[config.mk]
export PLATFORM = sky130hd
export DESIGN_NAME = hazard_tracker
export DESIGN_NICKNAME = d
export VERILOG_FILES = /design/src/rtl/hazard_tracker_pkg.sv /design/src/rtl/hazard_tracker_md_busy_counter.sv /design/src/rtl/hazard_tracker.sv
export SDC_FILE = /design/constraint.sdc
export NUM_CORES = 1
export LEC_CHECK = 0
export CELL_PAD_IN_SITES_DETAIL_PLACEMENT = 0
export CELL_PAD_IN_SITES_GLOBAL_PLACEMENT = 1
export CORE_ASPECT_RATIO = 1.75
export CORE_MARGIN = 8
export CORE_UTILIZATION = 42
export DETAILED_ROUTE_END_ITERATION = 8
export HOLD_SLACK_MARGIN = 0.03
export PLACE_DENSITY = 0.82
export SLEW_MARGIN = 20
export SYNTH_ARGS = -nofsm -noshare
export SYNTH_HDL_FRONTEND = slang
export SYNTH_SLANG_ARGS = --single-unit
[constraint.sdc]
create_clock -name clk -period 7.3 [get_ports clk]
set_input_delay 2.19 -clock clk [delete_from_list [all_inputs] [get_ports clk]]
set_output_delay 2.19 -clock clk [all_outputs]
set_load 0.03 [all_outputs]
[src/rtl/hazard_tracker_pkg.sv]
// Shared encodings for the decode-stage hazard tracker: func classes, mult/div op codes
// and stage entry field widths.
package hazard_tracker_pkg;

    localparam logic [2:0] FUNC_NONE   = 3'd0;
    localparam logic [2:0] FUNC_ALU    = 3'd1;
    localparam logic [2:0] FUNC_LOAD   = 3'd2;
    localparam logic [2:0] FUNC_STORE  = 3'd3;
    localparam logic [2:0] FUNC_BRANCH = 3'd4;
    localparam logic [2:0] FUNC_JUMP   = 3'd5;
    localparam logic [2:0] FUNC_MD     = 3'd6;
    localparam logic [2:0] FUNC_MOVE   = 3'd7;

    typedef enum logic [1:0] {
        MD_OP_NONE = 2'b00,
        MD_OP_MULT = 2'b01,
        MD_OP_DIV  = 2'b10,
        MD_OP_HILO = 2'b11
    } md_op_e;

    localparam int unsigned VALID_W = 1;
    localparam int unsigned REG_W   = 5;

endpackage

[src/rtl/hazard_tracker_md_busy_counter.sv]
// HI/LO busy counter: loads the op latency on accept, then counts down to idle.
module md_busy_counter
    import hazard_tracker_pkg::*;
#(
    parameter int unsigned CNT_W = 4
) (
    input  logic             clk,
    input  logic             reset,
    input  logic             load_i,
    input  logic [CNT_W-1:0] load_val_i,
    output logic             busy_o
);

    logic [CNT_W-1:0] cnt_q;
    logic [CNT_W-1:0] cnt_d;

    always_comb begin
        cnt_d = cnt_q;
        if (load_i) begin
            cnt_d = load_val_i;
        end else if (cnt_q != '0) begin
            cnt_d = cnt_q - 1'b1;
        end
    end

    always_ff @(posedge clk or posedge reset) begin
        if (reset) begin
            cnt_q <= '0;
        end else begin
            cnt_q <= cnt_d;
        end
    end

    assign busy_o = (cnt_q != '0);

endmodule

[src/rtl/hazard_tracker.sv]
// Tracks classified instructions through the post-decode stages and resolves D-stage
// operand and HI/LO hazards into a stall plus per-operand forward selects.
module hazard_tracker
    import hazard_tracker_pkg::*;
#(
    parameter int unsigned NUM_STAGES  = 3,
    parameter int unsigned WIDTH_FUNC  = 3,
    parameter int unsigned TW          = 2,
    parameter int unsigned MULT_CYCLES = 5,
    parameter int unsigned DIV_CYCLES  = 10,
    parameter int unsigned SELW        = $clog2(NUM_STAGES + 1)
) (
    input  logic                  clk,
    input  logic                  reset,
    input  logic                  d_valid,
    input  logic [WIDTH_FUNC-1:0] d_func,
    input  logic [1:0]            d_md_op,
    input  logic [4:0]            d_rs,
    input  logic [4:0]            d_rt,
    input  logic                  d_rs_use,
    input  logic                  d_rt_use,
    input  logic [TW-1:0]         d_rs_tuse,
    input  logic [TW-1:0]         d_rt_tuse,
    input  logic [4:0]            d_dst,
    input  logic [TW-1:0]         d_tnew,
    input  logic                  flush,
    output logic                  stall,
    output logic [SELW-1:0]       fwd_rs_sel,
    output logic [SELW-1:0]       fwd_rt_sel,
    output logic                  md_busy,
    output logic [WIDTH_FUNC-1:0] e_func
);

    localparam int unsigned CNT_W = $clog2(DIV_CYCLES + 1);

    typedef struct packed {
        logic [VALID_W-1:0]    valid;
        logic [WIDTH_FUNC-1:0] func;
        logic [REG_W-1:0]      dst;
        logic [TW-1:0]         tnew;
    } entry_t;

    typedef struct packed {
        logic            haz;
        logic [SELW-1:0] sel;
    } opnd_t;

    entry_t     stage_q [NUM_STAGES];
    entry_t     stage_d [NUM_STAGES];
    opnd_t      rs_res;
    opnd_t      rt_res;
    md_op_e     md_op;
    logic       md_hazard;
    logic       accept;
    logic       md_load;
    logic [CNT_W-1:0] md_load_val;

    // Walk oldest to youngest so the youngest matching writer overrides older ones.
    function automatic opnd_t resolve(input logic [REG_W-1:0] addr, input logic used,
                                      input logic [TW-1:0] tuse, input entry_t st [NUM_STAGES]);
        opnd_t r;
        r = '0;
        for (int unsigned k = NUM_STAGES; k > 0; k--) begin
            if (used && addr != '0 && st[k-1].valid != '0 && st[k-1].dst == addr) begin
                r.haz = (st[k-1].tnew > tuse);
                r.sel = (st[k-1].tnew == '0) ? SELW'(k) : '0;
            end
        end
        return r;
    endfunction

    always_comb begin
        rs_res      = resolve(d_rs, d_rs_use, d_rs_tuse, stage_q);
        rt_res      = resolve(d_rt, d_rt_use, d_rt_tuse, stage_q);
        md_op       = md_op_e'(d_md_op);
        md_hazard   = d_valid && (md_op != MD_OP_NONE) && md_busy;
        stall       = (d_valid && (rs_res.haz || rt_res.haz)) || md_hazard;
        fwd_rs_sel  = rs_res.sel;
        fwd_rt_sel  = rt_res.sel;
        accept      = d_valid && !stall && !flush;
        md_load     = accept && (md_op == MD_OP_MULT || md_op == MD_OP_DIV);
        md_load_val = (md_op == MD_OP_MULT) ? CNT_W'(MULT_CYCLES) : CNT_W'(DIV_CYCLES);
    end

    always_comb begin
        stage_d[0] = '0;
        if (accept) begin
            stage_d[0].valid = '1;
            stage_d[0].func  = d_func;
            stage_d[0].dst   = d_dst;
            stage_d[0].tnew  = d_tnew;
        end
        for (int unsigned k = 1; k < NUM_STAGES; k++) begin
            stage_d[k] = stage_q[k-1];
            if (stage_q[k-1].tnew != '0) begin
                stage_d[k].tnew = stage_q[k-1].tnew - 1'b1;
            end
        end
    end

    always_ff @(posedge clk or posedge reset) begin
        if (reset) begin
            for (int unsigned k = 0; k < NUM_STAGES; k++) begin
                stage_q[k] <= '0;
            end
        end else begin
            stage_q <= stage_d;
        end
    end

    assign e_func = stage_q[0].func;

    md_busy_counter #(
        .CNT_W (CNT_W)
    ) u_md_busy_counter (
        .clk        (clk),
        .reset      (reset),
        .load_i     (md_load),
        .load_val_i (md_load_val),
        .busy_o     (md_busy)
    );

endmodule

# After elaboration in Yosys (flattened, before gate mapping)
# Index checks and enable logic that the tools add are counted.
[op_classes]
add_sub_neg = 3
order_cmp = 6
eq_ne = 8
muxes = 15
reduce_logical = 35
[ops]
columns = ["op", "count"]
rows = [
  ["5-bit equality test", 6],
  ["1-bit logical AND", 20],
  ["3-bit two-way mux", 6],
  ["2-bit > comparator", 6],
  ["4-bit two-way mux", 3],
  ["11-bit two-way mux", 1],
  ["5-bit nonzero test", 2],
  ["2-bit two-way mux", 4],
  ["2-bit nonzero test", 4],
  ["2-bit zero test", 3],
  ["4-bit nonzero test", 1],
  ["2-bit by 1-bit subtractor with 2-bit output, second input constant", 2],
  ["4-bit by 1-bit subtractor with 4-bit output, second input constant", 1],
  ["1-bit logical OR", 3],
  ["2-bit by 1-bit equality test with 1-bit output, second input constant", 1],
  ["2-bit equality test, second input constant", 1],
  ["1-bit zero test", 2],
  ["1-bit two-way mux", 1],
]
[word_totals]
register_bits = 31
input_bits = 32
out_inout_bits = 9
word_cells = 78

# Logic depth before layout (Yosys ltp)
[depth]
ltp_word = 15
ltp_mapped = 10
depth_no_buf = 9

# By module
# A second synthesis with hierarchy kept.
[hier_totals]
cells_unflattened = 194
area_unflattened_um2 = 2038.2
[modules_own_cells]
columns = ["module", "instances", "cells_each", "area_per_inst_um2", "seq_area_each_um2"]
rows = [
  ["hazard_tracker", 1, 170, 1788.0, 675.6],
  ["md_busy_counter", 1, 24, 250.2, 100.1],
]

# Worst setup path after synthesis
# No wires, ideal clock.
[synth_timing]
kind = "input -> output"
from = "input port d_rs[4]"
to = "output port fwd_rs_sel[1]"
arrival_time_ns = 3.789
t_required_ns = 5.110
path_slack_ns = 1.321
stages = 5
n_path_buf = 0
path_cell_list = "xor2_1 > nor4_1 > nand3_1 > or4_2 > a21oi_1"
[synth_via]
elab_chain_cells = 7
elab_cells_between_ends = 14
cone_classes = "3 x eq/ne; 3 x mux; 8 x reduce/logical"
[synth_rtl]
columns = ["item", "line", "text"]
rows = [
  ["from (decl)", "hazard_tracker.sv:18", "input logic [4:0] d_rs,"],
  ["5-bit nonzero test", "hazard_tracker.sv:64", "if (used && addr != '0 && st[k-1].valid != '0 && st[k-1].dst == addr) begin"],
  ["1-bit logical AND (3 in a row)", "hazard_tracker.sv:64", ""],
  ["3-bit two-way mux (2 in a row)", "hazard_tracker.sv:64", ""],
  ["3-bit two-way mux *", "hazard_tracker.sv:64", ""],
  ["to (decl)", "hazard_tracker.sv:28", "output logic [SELW-1:0] fwd_rs_sel,"],
]
# Every way passes the cells marked *; elsewhere a longest branch is shown, timed or not.

# Worst setup path in the final report
[layout_timing]
from = "input port d_rs[1]"
to = "output port stall"
[layout_via]
elab_chain_cells = 10
elab_cells_between_ends = 17
cone_classes = "3 x eq/ne; 3 x mux; 11 x reduce/logical"
[layout_rtl]
columns = ["item", "line", "text"]
rows = [
  ["5-bit nonzero test", "hazard_tracker.sv:64", ""],
  ["1-bit logical AND (3 in a row)", "hazard_tracker.sv:64", ""],
  ["3-bit two-way mux (2 in a row)", "hazard_tracker.sv:64", ""],
  ["3-bit two-way mux *", "hazard_tracker.sv:64", ""],
  ["1-bit logical OR *", "hazard_tracker.sv:77", "stall = (d_valid && (rs_res.haz || rt_res.haz)) || md_hazard;"],
  ["1-bit logical AND *", "hazard_tracker.sv:77", ""],
  ["1-bit logical OR *", "hazard_tracker.sv:77", ""],
  ["to (decl)", "hazard_tracker.sv:27", "output logic stall,"],
]
# Marks and branches as above.

==> out/metrics.yaml <==
vias: 1419
critPathKind: "in2out"
p_sw_w: 0.000142
rows: 32
syn_nets: 225
skew_ps: 4.63
cts_hold_buffers: 0
yosysSeqAreaShare: 0.414
overflow: 0
clkPwrFrac: 0.262
start_util: 0.429
timing.setup.tns_ps: 0
finalNetCount: 271
regArea_um2: 776
drcViolationCount: 0
r2r_setup_slack_ps: 4510
drv_cap: 0
portBuffers: 40
grtUsageTotal: 0.133
synth_edf_count: 0
critPathArrivalTime_ps: 4910
gp_congestion: 0.906
reg2regPathDepth: 8
rr_endpoint: "stage_d[14]$_DFF_PP0_"
cts-htree-levels: 2
wire_per_inst_um: 15.9
outcome: "complete, no violations"
yosys.area.top_type: "dfrtp_1"
crit_chain: "clkdlybuf4s50_1 -> xor2_1 -> nor4_1 -> nand3_1 -> a2111oi_1 -> o31a_1 -> o21a_1 -> clkdlybuf4s50_1"
p_int_w: 0.000330
syn_area_per_cell_um2: 10.6
powerDensity_mw_per_mm2: 194
max_freq_ghz: 0.141
wirelength_um: 4370
required_ps: 5110
area.growth.synth_to_final_pct: 29.6
setup_viol: 0
ys_top_cells_by_area: "dfrtp_1 (41%), ha_1 (11%), xnor2_1 (10%)"
syn-cell-area_mm2: 0.00187
dpl_cell_area_mm2: 0.00233
combPwrFrac: 0.297
worst_pin_slew_ps: 770
root_buffer: "clkbuf_8"
grt_pass1_wl_um: 7310
ios: 41
viasPerCell: 5.16
die_area_mm2: 0.00694
path_max_fanout: 4
yosys_warnings: 0
drive_gt1_frac: 0.0804
die_h_um: 104
ys_types: 35
dp_hpwl_um: 3610
crit_top_cell: "clkdlybuf4s50_1"
antenna_found_initial: 0
netlist_top_cells_count: "dfrtp_1 (31), xnor2_1 (22), ha_1 (16)"
hold_viol: 0
ys_seq_elements: 31
p_seq_frac: 0.442
peakVddDrop_mv: 0.146
clk_pin_slew_ps: 60
fin_area_mm2: 0.00243
design.core.area_mm2: 0.00436
crit_slowest_cell: "clkdlybuf4s50_1"
netSwitchingFraction: 0.301
postSynthCellCount: 177
multi_input_area_mm2: 0.00103
clkSinkCount: 31
cp-startpoint: "d_rs[1]"
die_x_um: 66.5
finalMaxSlewViolations: 0
r2r-start: "stage_d[6]$_DFF_PP0_"
diodes: 0
ant_nets: 0
grt_pass1_vias: 1559
end_kind: "primary output"
period_minus_slack_ps: 7100
rsz0062_at_grt: "no"
relSlewSlack: 0.485
fill_cells: 400
worstSetupEndpoint: "stall"
cts_tree: "yes"
start_kind: "input port"
worstSkewPairLatency_ps: 270
drt_first_pass_iters: 4
slowest_delay_ps: 670
initialDrtViolationCount: 21
p_leak_nw: 1.05
yosys.area.top_type_share: 0.414
clk_path_buf_depth: 2
async_flop_share: 1.00
min_period_over_period: 0.972
synth_most_common_cell: "dfrtp_1"
cts_buffers: 5
grt_max_degree: 32
min_path_type: "reg2reg"
ys.flop_type: "dfrtp_1"
logic make-up after synthesis:
family,share of synthesized area
multiplexers,0.0334
adder cells (fa/ha/maj),0.107
flip-flops,0.414
AND/OR/NAND/NOR,0.180
buffers and inverters,0.0447
AO/OA/AOI/OAI,0.0721
XOR/XNOR,0.150
critical path: cells and delay by family:
kind / cells / cell delay [ps]
buffers and inverters: 2 / 1170
AOI/OAI and AO/OA: 3 / 780
and+or+nand+nor: 2 / 570
xor gates and xnor gates: 1 / 200
per-layer routing:
layer | global-route usage | part of all wire
met2 | 0.239 | 0.56
met5 | 0 | 0
met1 | 0.136 | 0.37
met3 | 0.0324 | 0.043
met4 | 0.0584 | 0.028
power groups by stage:
stage                     clock network [W]  logic [W]  registers (W)
final                              0.000124   0.000140       0.000209
after global routing               0.000136   0.000157       0.000211
after CTS                          0.000129   0.000140       0.000208
after detailed placement                  0   0.000140       0.000212
after global placement                    0   0.000135       0.000210
after floorplan                           0  0.0000957       0.000207
placed cells by master, fill, tap and decap left out, types with 4 or more instances in the layout:
master           instances
clkbuf_8                 5
and2_1                  12
nor2b_1                  4
nor2_1                   4
xnor2_1                 22
xor2_1                  10
a21oi_1                 12
nand4_1                  4
nand2_1                  7
dfrtp_1                 31
nor3_1                   4
mux2i_1                  4
clkdlybuf4s50_1         40
ha_1                    16
inv_1                   14
registers in the layout (all words and copies together) (netlist names):
name,count
stage_q,12
e_func,3
stage_d,12
u_md_busy_counter.cnt_q,4
metrics by stage:
step / total power, W / instances / hold slack [ps] / setup WS [ps] / utilization
final: 0.000472 / 275 / 406 / 202 / 0.556
after global routing: 0.000504 / 275 / 425 / 29.7 / 0.556
after CTS: 0.000478 / 274 / 405 / 104 / 0.552
after detailed placement: 0.000351 / 266 / 392 / 108 / 0.533
after global placement: 0.000345 / 266 / 389 / 142 / 0.533
after floorplan: 0.000302 / 177 / 373 / 1320 / -
worst min path at each step:
stage                                      from               endpoint  slack, ps  cells past startpoint
after floorplan           stage_d[21]$_DFF_PP0_  stage_d[10]$_DFF_PP0_        370                      0
after global placement    stage_d[21]$_DFF_PP0_  stage_d[10]$_DFF_PP0_        390                      0
after detailed placement  stage_d[21]$_DFF_PP0_  stage_d[10]$_DFF_PP0_        390                      0
after CTS                 stage_d[21]$_DFF_PP0_  stage_d[10]$_DFF_PP0_        400                      0
after global routing      stage_d[21]$_DFF_PP0_  stage_d[10]$_DFF_PP0_        420                      0
final                     stage_d[21]$_DFF_PP0_  stage_d[10]$_DFF_PP0_        410                      0
final cells by class:
cell class / count / share of cell area
Clock buffer: 7 / 0.0314
Clock inverter: 1 / 0.00206
Timing Repair Buffer: 43 / 0.174
Multi-Input combinational cell: 127 / 0.423
Tap cell: 51 / 0.0263
Sequential cell: 31 / 0.319
Inverter: 15 / 0.0232
repair_timing:
action                     CTS  global route
gates resized for setup      0             3
buffers inserted             0             1
setup endpoints to repair    0             1
No activity file was read; power rests on OpenSTA's default activity.
